[config.mk]
export PLATFORM = sky130hd
export DESIGN_NAME = pt_frame_seq_flat
export DESIGN_NICKNAME = d
export VERILOG_FILES = /design/src/rtl/pt_frame_seq_pkg.sv /design/src/rtl/pt_frame_seq_if.sv /design/src/rtl/pt_frame_seq_chip_timer.sv /design/src/rtl/pt_frame_seq.sv /design/src/flat_wrapper.sv
export SDC_FILE = /design/constraint.sdc
export NUM_CORES = 1
export LEC_CHECK = 0
export CORE_AREA = 2 2 81 83
export CTS_CLUSTER_DIAMETER = 200
export DETAILED_ROUTE_END_ITERATION = 16
export DIE_AREA = 0 0 83 85
export HOLD_SLACK_MARGIN = 0.03
export PLACE_DENSITY = 0.75
export SETUP_SLACK_MARGIN = 0.02
export SYNTH_ARGS = -nofsm -noshare
export SYNTH_HDL_FRONTEND = slang
export SYNTH_SLANG_ARGS = --single-unit
[constraint.sdc]
create_clock -name clk -period 2.9 [get_ports clk]
set_input_delay 0.58 -clock clk [delete_from_list [all_inputs] [get_ports clk]]
set_output_delay 0.58 -clock clk [all_outputs]
set_load 0.02 [all_outputs]
[src/rtl/pt_frame_seq_pkg.sv]
// pt_frame_seq_pkg: trit codes, chip patterns, frame geometry and FSM states for the PT2262 frame sequencer
package pt_frame_seq_pkg;
    typedef enum logic [1:0] {IDLE = 2'd0, CODE = 2'd1, SYNC = 2'd2} state_t;
    localparam logic [1:0] PT_T0 = 2'b00, PT_T1 = 2'b01, PT_TF = 2'b10, PT_TBAD = 2'b11;
    localparam logic [31:0] PT_PAT_0 = 32'hF000F000;
    localparam logic [31:0] PT_PAT_1 = 32'hFFF0FFF0;
    localparam logic [31:0] PT_PAT_F = 32'hF000FFF0;
    localparam int PT_CODE_BITS = 12;
    localparam int PT_BIT_CHIPS = 32;
    localparam int PT_SYNC_CHIPS = 128;
    localparam int PT_SYNC_HIGH = 4;
    // An illegal 11 trit falls through to the F pattern.
    function automatic logic [31:0] pt_pattern(input logic [1:0] t);
        return t == PT_T0 ? PT_PAT_0 : t == PT_T1 ? PT_PAT_1 : PT_PAT_F;
    endfunction
    function automatic logic pt_has_bad(input logic [23:0] w);
        logic bad;
        bad = 1'b0;
        for (int i = 0; i < PT_CODE_BITS; i++) bad = bad | (w[2*i +: 2] == PT_TBAD);
        return bad;
    endfunction
endpackage

[src/rtl/pt_frame_seq_if.sv]
// pt_frame_seq_if: command word handshake and modulator-side status of the frame sequencer
interface pt_frame_seq_if;
    logic [23:0] in_word;
    logic        in_valid;
    logic        in_ready;
    logic        abort;
    logic        tx_out;
    logic        busy;
    logic [3:0]  frame_idx;
    logic        done;
    logic        code_err;
    modport master (output in_word, in_valid, abort, input in_ready, tx_out, busy, frame_idx, done, code_err);
    modport slave (input in_word, in_valid, abort, output in_ready, tx_out, busy, frame_idx, done, code_err);
endinterface

[src/rtl/pt_frame_seq_chip_timer.sv]
// pt_frame_seq_chip_timer: chip prescaler plus 7-bit chip counter wrapping at a selectable limit
module pt_frame_seq_chip_timer #(
    parameter int CLKS_PER_CHIP = 16
) (
    input  logic       clk,
    input  logic       rst,
    input  logic       clear,
    input  logic       en,
    input  logic [6:0] limit,
    output logic       strobe,
    output logic [6:0] chip,
    output logic [6:0] chip_nx
);
    logic [15:0] presc_q, presc_d;
    logic [6:0]  chip_q;
    assign strobe = en && !clear && presc_q == 16'(CLKS_PER_CHIP - 1);
    assign chip = chip_q;
    always_comb begin
        presc_d = clear ? '0 : strobe ? '0 : en ? presc_q + 16'd1 : presc_q;
        chip_nx = clear ? '0 : strobe ? (chip_q == limit ? '0 : chip_q + 7'd1) : chip_q;
    end
    always_ff @(posedge clk) begin
        if (rst) begin
            presc_q <= '0;
            chip_q  <= '0;
        end else begin
            presc_q <= presc_d;
            chip_q  <= chip_nx;
        end
    end
endmodule

[src/rtl/pt_frame_seq.sv]
// pt_frame_seq: sends REPEATS PT2262 frames (12 trits + sync) per accepted word as a chip stream on tx_out
module pt_frame_seq
    import pt_frame_seq_pkg::*;
#(
    parameter int CLKS_PER_CHIP = 16,
    parameter int REPEATS = 4
) (
    input logic clk,
    input logic rst,
    pt_frame_seq_if.slave bus
);
    state_t      state_q, state_d;
    logic [23:0] word_q, word_d;
    logic [3:0]  trit_q, trit_d, frame_q, frame_d;
    logic        tx_q, tx_d, done_q, done_d, err_q, err_d;
    logic        busy, accept, strobe;
    logic [6:0]  chip, chip_nx, limit;
    logic [1:0]  trit_code;
    logic [31:0] pat;
    assign busy = state_q != IDLE;
    assign bus.in_ready = state_q == IDLE && !rst;
    assign accept = bus.in_valid && bus.in_ready && !bus.abort;
    assign limit = state_q == SYNC ? 7'(PT_SYNC_CHIPS - 1) : 7'(PT_BIT_CHIPS - 1);
    pt_frame_seq_chip_timer #(.CLKS_PER_CHIP(CLKS_PER_CHIP)) u_timer (
        .clk(clk),
        .rst(rst),
        .clear(accept || bus.abort),
        .en(busy),
        .limit(limit),
        .strobe(strobe),
        .chip(chip),
        .chip_nx(chip_nx)
    );
    // tx_out is computed from next-state values so chip 0 appears right after accept, yet stays registered.
    always_comb begin
        state_d = state_q;
        word_d  = word_q;
        trit_d  = trit_q;
        frame_d = frame_q;
        done_d  = 1'b0;
        err_d   = 1'b0;
        if (accept) begin
            state_d = CODE;
            word_d  = bus.in_word;
            trit_d  = '0;
            frame_d = '0;
            err_d   = pt_has_bad(bus.in_word);
        end else if (bus.abort && busy) begin
            state_d = IDLE;
            trit_d  = '0;
            frame_d = '0;
        end else if (strobe && chip == limit) begin
            if (state_q == CODE) begin
                trit_d  = trit_q == 4'(PT_CODE_BITS - 1) ? '0 : trit_q + 4'd1;
                state_d = trit_q == 4'(PT_CODE_BITS - 1) ? SYNC : CODE;
            end else if (frame_q == 4'(REPEATS - 1)) begin
                state_d = IDLE;
                frame_d = '0;
                done_d  = 1'b1;
            end else begin
                state_d = CODE;
                frame_d = frame_q + 4'd1;
            end
        end
        trit_code = 2'(word_d >> (5'd22 - {trit_d, 1'b0}));
        pat = pt_pattern(trit_code);
        tx_d = state_d == CODE ? pat[5'd31 - chip_nx[4:0]] : state_d == SYNC && chip_nx < 7'(PT_SYNC_HIGH);
    end
    always_ff @(posedge clk) begin
        if (rst) begin
            state_q <= IDLE;
            word_q  <= '0;
            trit_q  <= '0;
            frame_q <= '0;
            tx_q    <= 1'b0;
            done_q  <= 1'b0;
            err_q   <= 1'b0;
        end else begin
            state_q <= state_d;
            word_q  <= word_d;
            trit_q  <= trit_d;
            frame_q <= frame_d;
            tx_q    <= tx_d;
            done_q  <= done_d;
            err_q   <= err_d;
        end
    end
    assign bus.tx_out = tx_q;
    assign bus.busy = busy;
    assign bus.frame_idx = frame_q;
    assign bus.done = done_q;
    assign bus.code_err = err_q;
endmodule
[src/flat_wrapper.sv]
// flat-port wrapper written by rule: the top's interface ports become plain ports
module pt_frame_seq_flat import pt_frame_seq_pkg::*;
#(
    parameter int CLKS_PER_CHIP = 16,
    parameter int REPEATS = 4
)
  (clk, rst, bus_in_word, bus_in_valid, bus_abort, bus_in_ready, bus_tx_out, bus_busy, bus_frame_idx, bus_done, bus_code_err);
  pt_frame_seq_if bus_i ();
  input logic clk;
  input logic rst;
  input wire logic [$bits(bus_i.in_word)-1:0] bus_in_word;
  input wire logic [$bits(bus_i.in_valid)-1:0] bus_in_valid;
  input wire logic [$bits(bus_i.abort)-1:0] bus_abort;
  output wire logic [$bits(bus_i.in_ready)-1:0] bus_in_ready;
  output wire logic [$bits(bus_i.tx_out)-1:0] bus_tx_out;
  output wire logic [$bits(bus_i.busy)-1:0] bus_busy;
  output wire logic [$bits(bus_i.frame_idx)-1:0] bus_frame_idx;
  output wire logic [$bits(bus_i.done)-1:0] bus_done;
  output wire logic [$bits(bus_i.code_err)-1:0] bus_code_err;
  assign bus_i.in_word = bus_in_word;
  assign bus_i.in_valid = bus_in_valid;
  assign bus_i.abort = bus_abort;
  assign bus_in_ready = bus_i.in_ready;
  assign bus_tx_out = bus_i.tx_out;
  assign bus_busy = bus_i.busy;
  assign bus_frame_idx = bus_i.frame_idx;
  assign bus_done = bus_i.done;
  assign bus_code_err = bus_i.code_err;
  pt_frame_seq #(.CLKS_PER_CHIP(CLKS_PER_CHIP), .REPEATS(REPEATS)) u_core (.clk(clk), .rst(rst), .bus(bus_i));
endmodule
==> qor.yml <==
status: "completed"
cts_inserted_buffers: 9
leakagePower_uw: 0.00157
hold_start: "u_core.word_q[8]$_SDFF_PP0_"
clock_latency_ns: 0.34
die_area_um2: 7060
synth_edf_count: 0
rsz0062_at_grt: "yes"
areaGrowthSynthToFinish_pct: 35.2
cts_tree: "yes"
grt_max_degree: 45
crit_chain: "ha_4 > nand4_1 > or3_4 > o311a_4 > nor2_4 > buf_8 > buf_8 > mux2i_1 > o21ai_1 > o211a_1 > o41a_1"
finalHoldViolCount: 0
r2r-end: "u_core.bus.tx_out$_SDFF_PP0_"
cpMostUsedCell: "buf_8"
critPathKind: "reg -> reg"
synth-async-reset-ratio_pct: 0
fill_cells: 529
fin_crit_ns: 2.87
num_antenna_cells: 0
ys.flop_type: "dfxtp_1"
min_to: "u_core.word_q[8]$_SDFF_PP0_"
final_cell_mix: "nand2_1, dfxtp_1, buf_4"
cp_data_arrival_time_ns: 3.09
hold_depth: 2
cp_top_family: "compound AO/OA/AOI/OAI gates"
rows: 29
r2r_slack_ns: 0.03
finalWirelength_um: 7240
synth.ff_latch_count: 60
synth.distinct_cells: 57
drc: 0
io_buffers: 36
reg2reg_from: "u_core.u_timer.chip[1]$_SDFF_PP0_"
postSynthNetCount: 402
min_period_over_period_pct: 98.8
synth_top_cell_by_area: "dfxtp_1"
first_global_vias: 2670
h-tree-depth: 3
hold_path_class: "reg -> reg"
cts_root_buffer: "clkbuf_8"
overflow: 0
final_cells: 526
num_vias: 2837
clkPwrFrac_pct: 43.7
end_kind: "flip-flop"
p_sw_uw: 412
worst_slew_pin_slew_ns: 0.518
path_clk_slew_ns: 0.07
clockBufferDepth: 2
cpPeakStageDelay_ns: 0.46
viasPerCell: 5.39
fin_skew_ns: 0.00875
yosysTopAreaCellShare_pct: 39.7
holdWs_ns: 0.457
tns_ns: 0
pwr-share-seq_pct: 47.9
setup_violations: 0
yosysSeqAreaShare_pct: 39.7
power.internal_uw: 1350
dp_hpwl_um: 5090
r2r_cells: 11
pwr-share-comb_pct: 8.4
num_io_pins: 37
start_util_pct: 48.8
place_ws_ns: -0.449
start_kind: "flip-flop"
crit_path_max_fanout: 6
powerDensity_nw_per_um2: 431
grt_use_total_pct: 21.0
drt_first_pass_iters: 4
crit_buf_inv: 2
drive_gt1_share_pct: 19.4
cap_viol_max_count: 0
syn_area_um2: 3030
place.gp.congestion: 0.882
post-place-cells: 504
worst_slack_ns: 0.0342
post_drt_wl_per_cell_um: 13.8
ant_nets: 0
fmax_mhz: 349
slew_headroom_pct: 65.4
yosys-top-cells-area: "dfxtp_1, nand2_1, a21oi_1"
final_nets: 476
grt_pass1_wl_um: 12000
coreArea_um2: 6200
synthCells: 370
yosys_warnings: 0
clock-sinks: 60
cp.required_ns: 3.12
fin_util_pct: 66.0
drv_slew: 0
critPathSlowestCell: "or3_4"
switching_share_pct: 23.3
peakVddDrop_uv: 264
antenna_found_initial: 0
die_height_um: 85
avgSynthCellArea_um2: 8.18
drtIter0Drc: 220
die_x_um: 83
final_common_cell: "nand2_1"
==> layer usage <==
layer  vias to the layer above  wire [µm]  GRT usage (%)
li1                       1446          -              -
met1                      1317       3320           25.5
met2                        61       3520           34.9
met3                        13        254           4.18
met4                         0        144           11.9
met5                         -          0              0
==> area by class of cell <==
class	instances	area, µm²	area share (%)
clock buffers	12	155	3.79
clock inverters	4	47.5	1.16
inverters	10	37.5	0.917
multi-input cells	284	1820	44.5
flip-flops and latches	60	1210	29.5
well taps	77	96.3	2.35
repair buffers	79	724	17.7
==> worst max-delay path by stage <==
stage	startpoint	end	slack, ns	cells after the start
4_1_cts	u_core.u_timer.chip[1]$_SDFF_PP0_	u_core.bus.tx_out$_SDFF_PP0_	0.02	9
6_report	u_core.u_timer.chip[1]$_SDFF_PP0_	u_core.bus.tx_out$_SDFF_PP0_	0.03	11
3_3_place_gp	rst	u_core.bus.tx_out$_SDFF_PP0_	-0.42	9
5_1_grt	u_core.u_timer.chip[1]$_SDFF_PP0_	u_core.bus.tx_out$_SDFF_PP0_	-0.08	11
3_5_place_dp	rst	u_core.bus.tx_out$_SDFF_PP0_	-0.45	10
2_1_floorplan	rst	u_core.bus.tx_out$_SDFF_PP0_	0.03	9
==> cell usage after synthesis (3+ instances only) <==
cell / instances
o21ai_0: 9
and3_1: 6
nor3_1: 11
nand3_1: 6
clkbuf_1: 12
nand2b_1: 4
a211oi_1: 3
or3_1: 6
or2_2: 3
nor4_1: 4
and2_1: 6
xor2_1: 6
nand2_1: 63
a21o_1: 3
xnor2_1: 14
ha_1: 4
o211a_1: 4
mux2i_1: 12
nand4_1: 4
nor2_1: 34
inv_1: 10
dfxtp_1: 60
a21oi_1: 34
a22oi_1: 4
nand3b_1: 4
nor2b_1: 5
==> cells by family (layout without fill, tap and decap cells) <==
logic type / after synthesis / count (layout) / share of synthesized area [%]
DFF: 60 / 60 / 39.7
AOI/OAI and AO/OA: 77 / 77 / 16.6
and+or+nand+nor: 170 / 170 / 28.4
adders and majority gates: 4 / 4 / 1.65
xor gates and xnor gates: 20 / 20 / 5.79
buffers and inverters: 26 / 105 / 3.43
muxes: 13 / 13 / 4.46
==> metrics by stage <==
| step | cell area [µm²] | total power, µW |
|---|---|---|
| floorplan | 3050 | 929 |
| global placement | 3730 | 1010 |
| detailed placement | 3730 | 1010 |
| CTS | 4000 | 1780 |
| global route | 4100 | 1830 |
| finish | 4100 | 1770 |
==> state kept, by name, indices dropped and copies added, names as in the netlist <==
signal / cells
u_core.word_q: 24
u_core.bus.done: 1
u_core.state_q: 2
u_core.bus.code_err: 1
u_core.u_timer.presc_q: 16
u_core.bus.frame_idx: 4
u_core.trit_q: 4
u_core.bus.tx_out: 1
u_core.u_timer.chip: 7
==> timing repair <==
item	4_1_cts	5_1_grt
cloned	0	1
buffers inserted	3	2
endpoints found under the setup margin	1	1
hold buffers	0	0
pin swaps	8	10
gates resized for setup	13	15
==> power by group through the flow <==
stage / logic [µW] / registers [µW] / clock network, µW
floorplan: 66.7 / 862 / 0
global placement: 146 / 863 / 0
detailed placement: 146 / 864 / 0
CTS: 148 / 846 / 787
global route: 163 / 847 / 825
finish: 149 / 846 / 772
==> tightest hold or removal path, stage by stage, from the launching register on <==
cell     delay (ns)
dfxtp_1        0.31
nand2_1        0.05
a21oi_1        0.05
No activity file was read; power rests on OpenSTA's default activity.
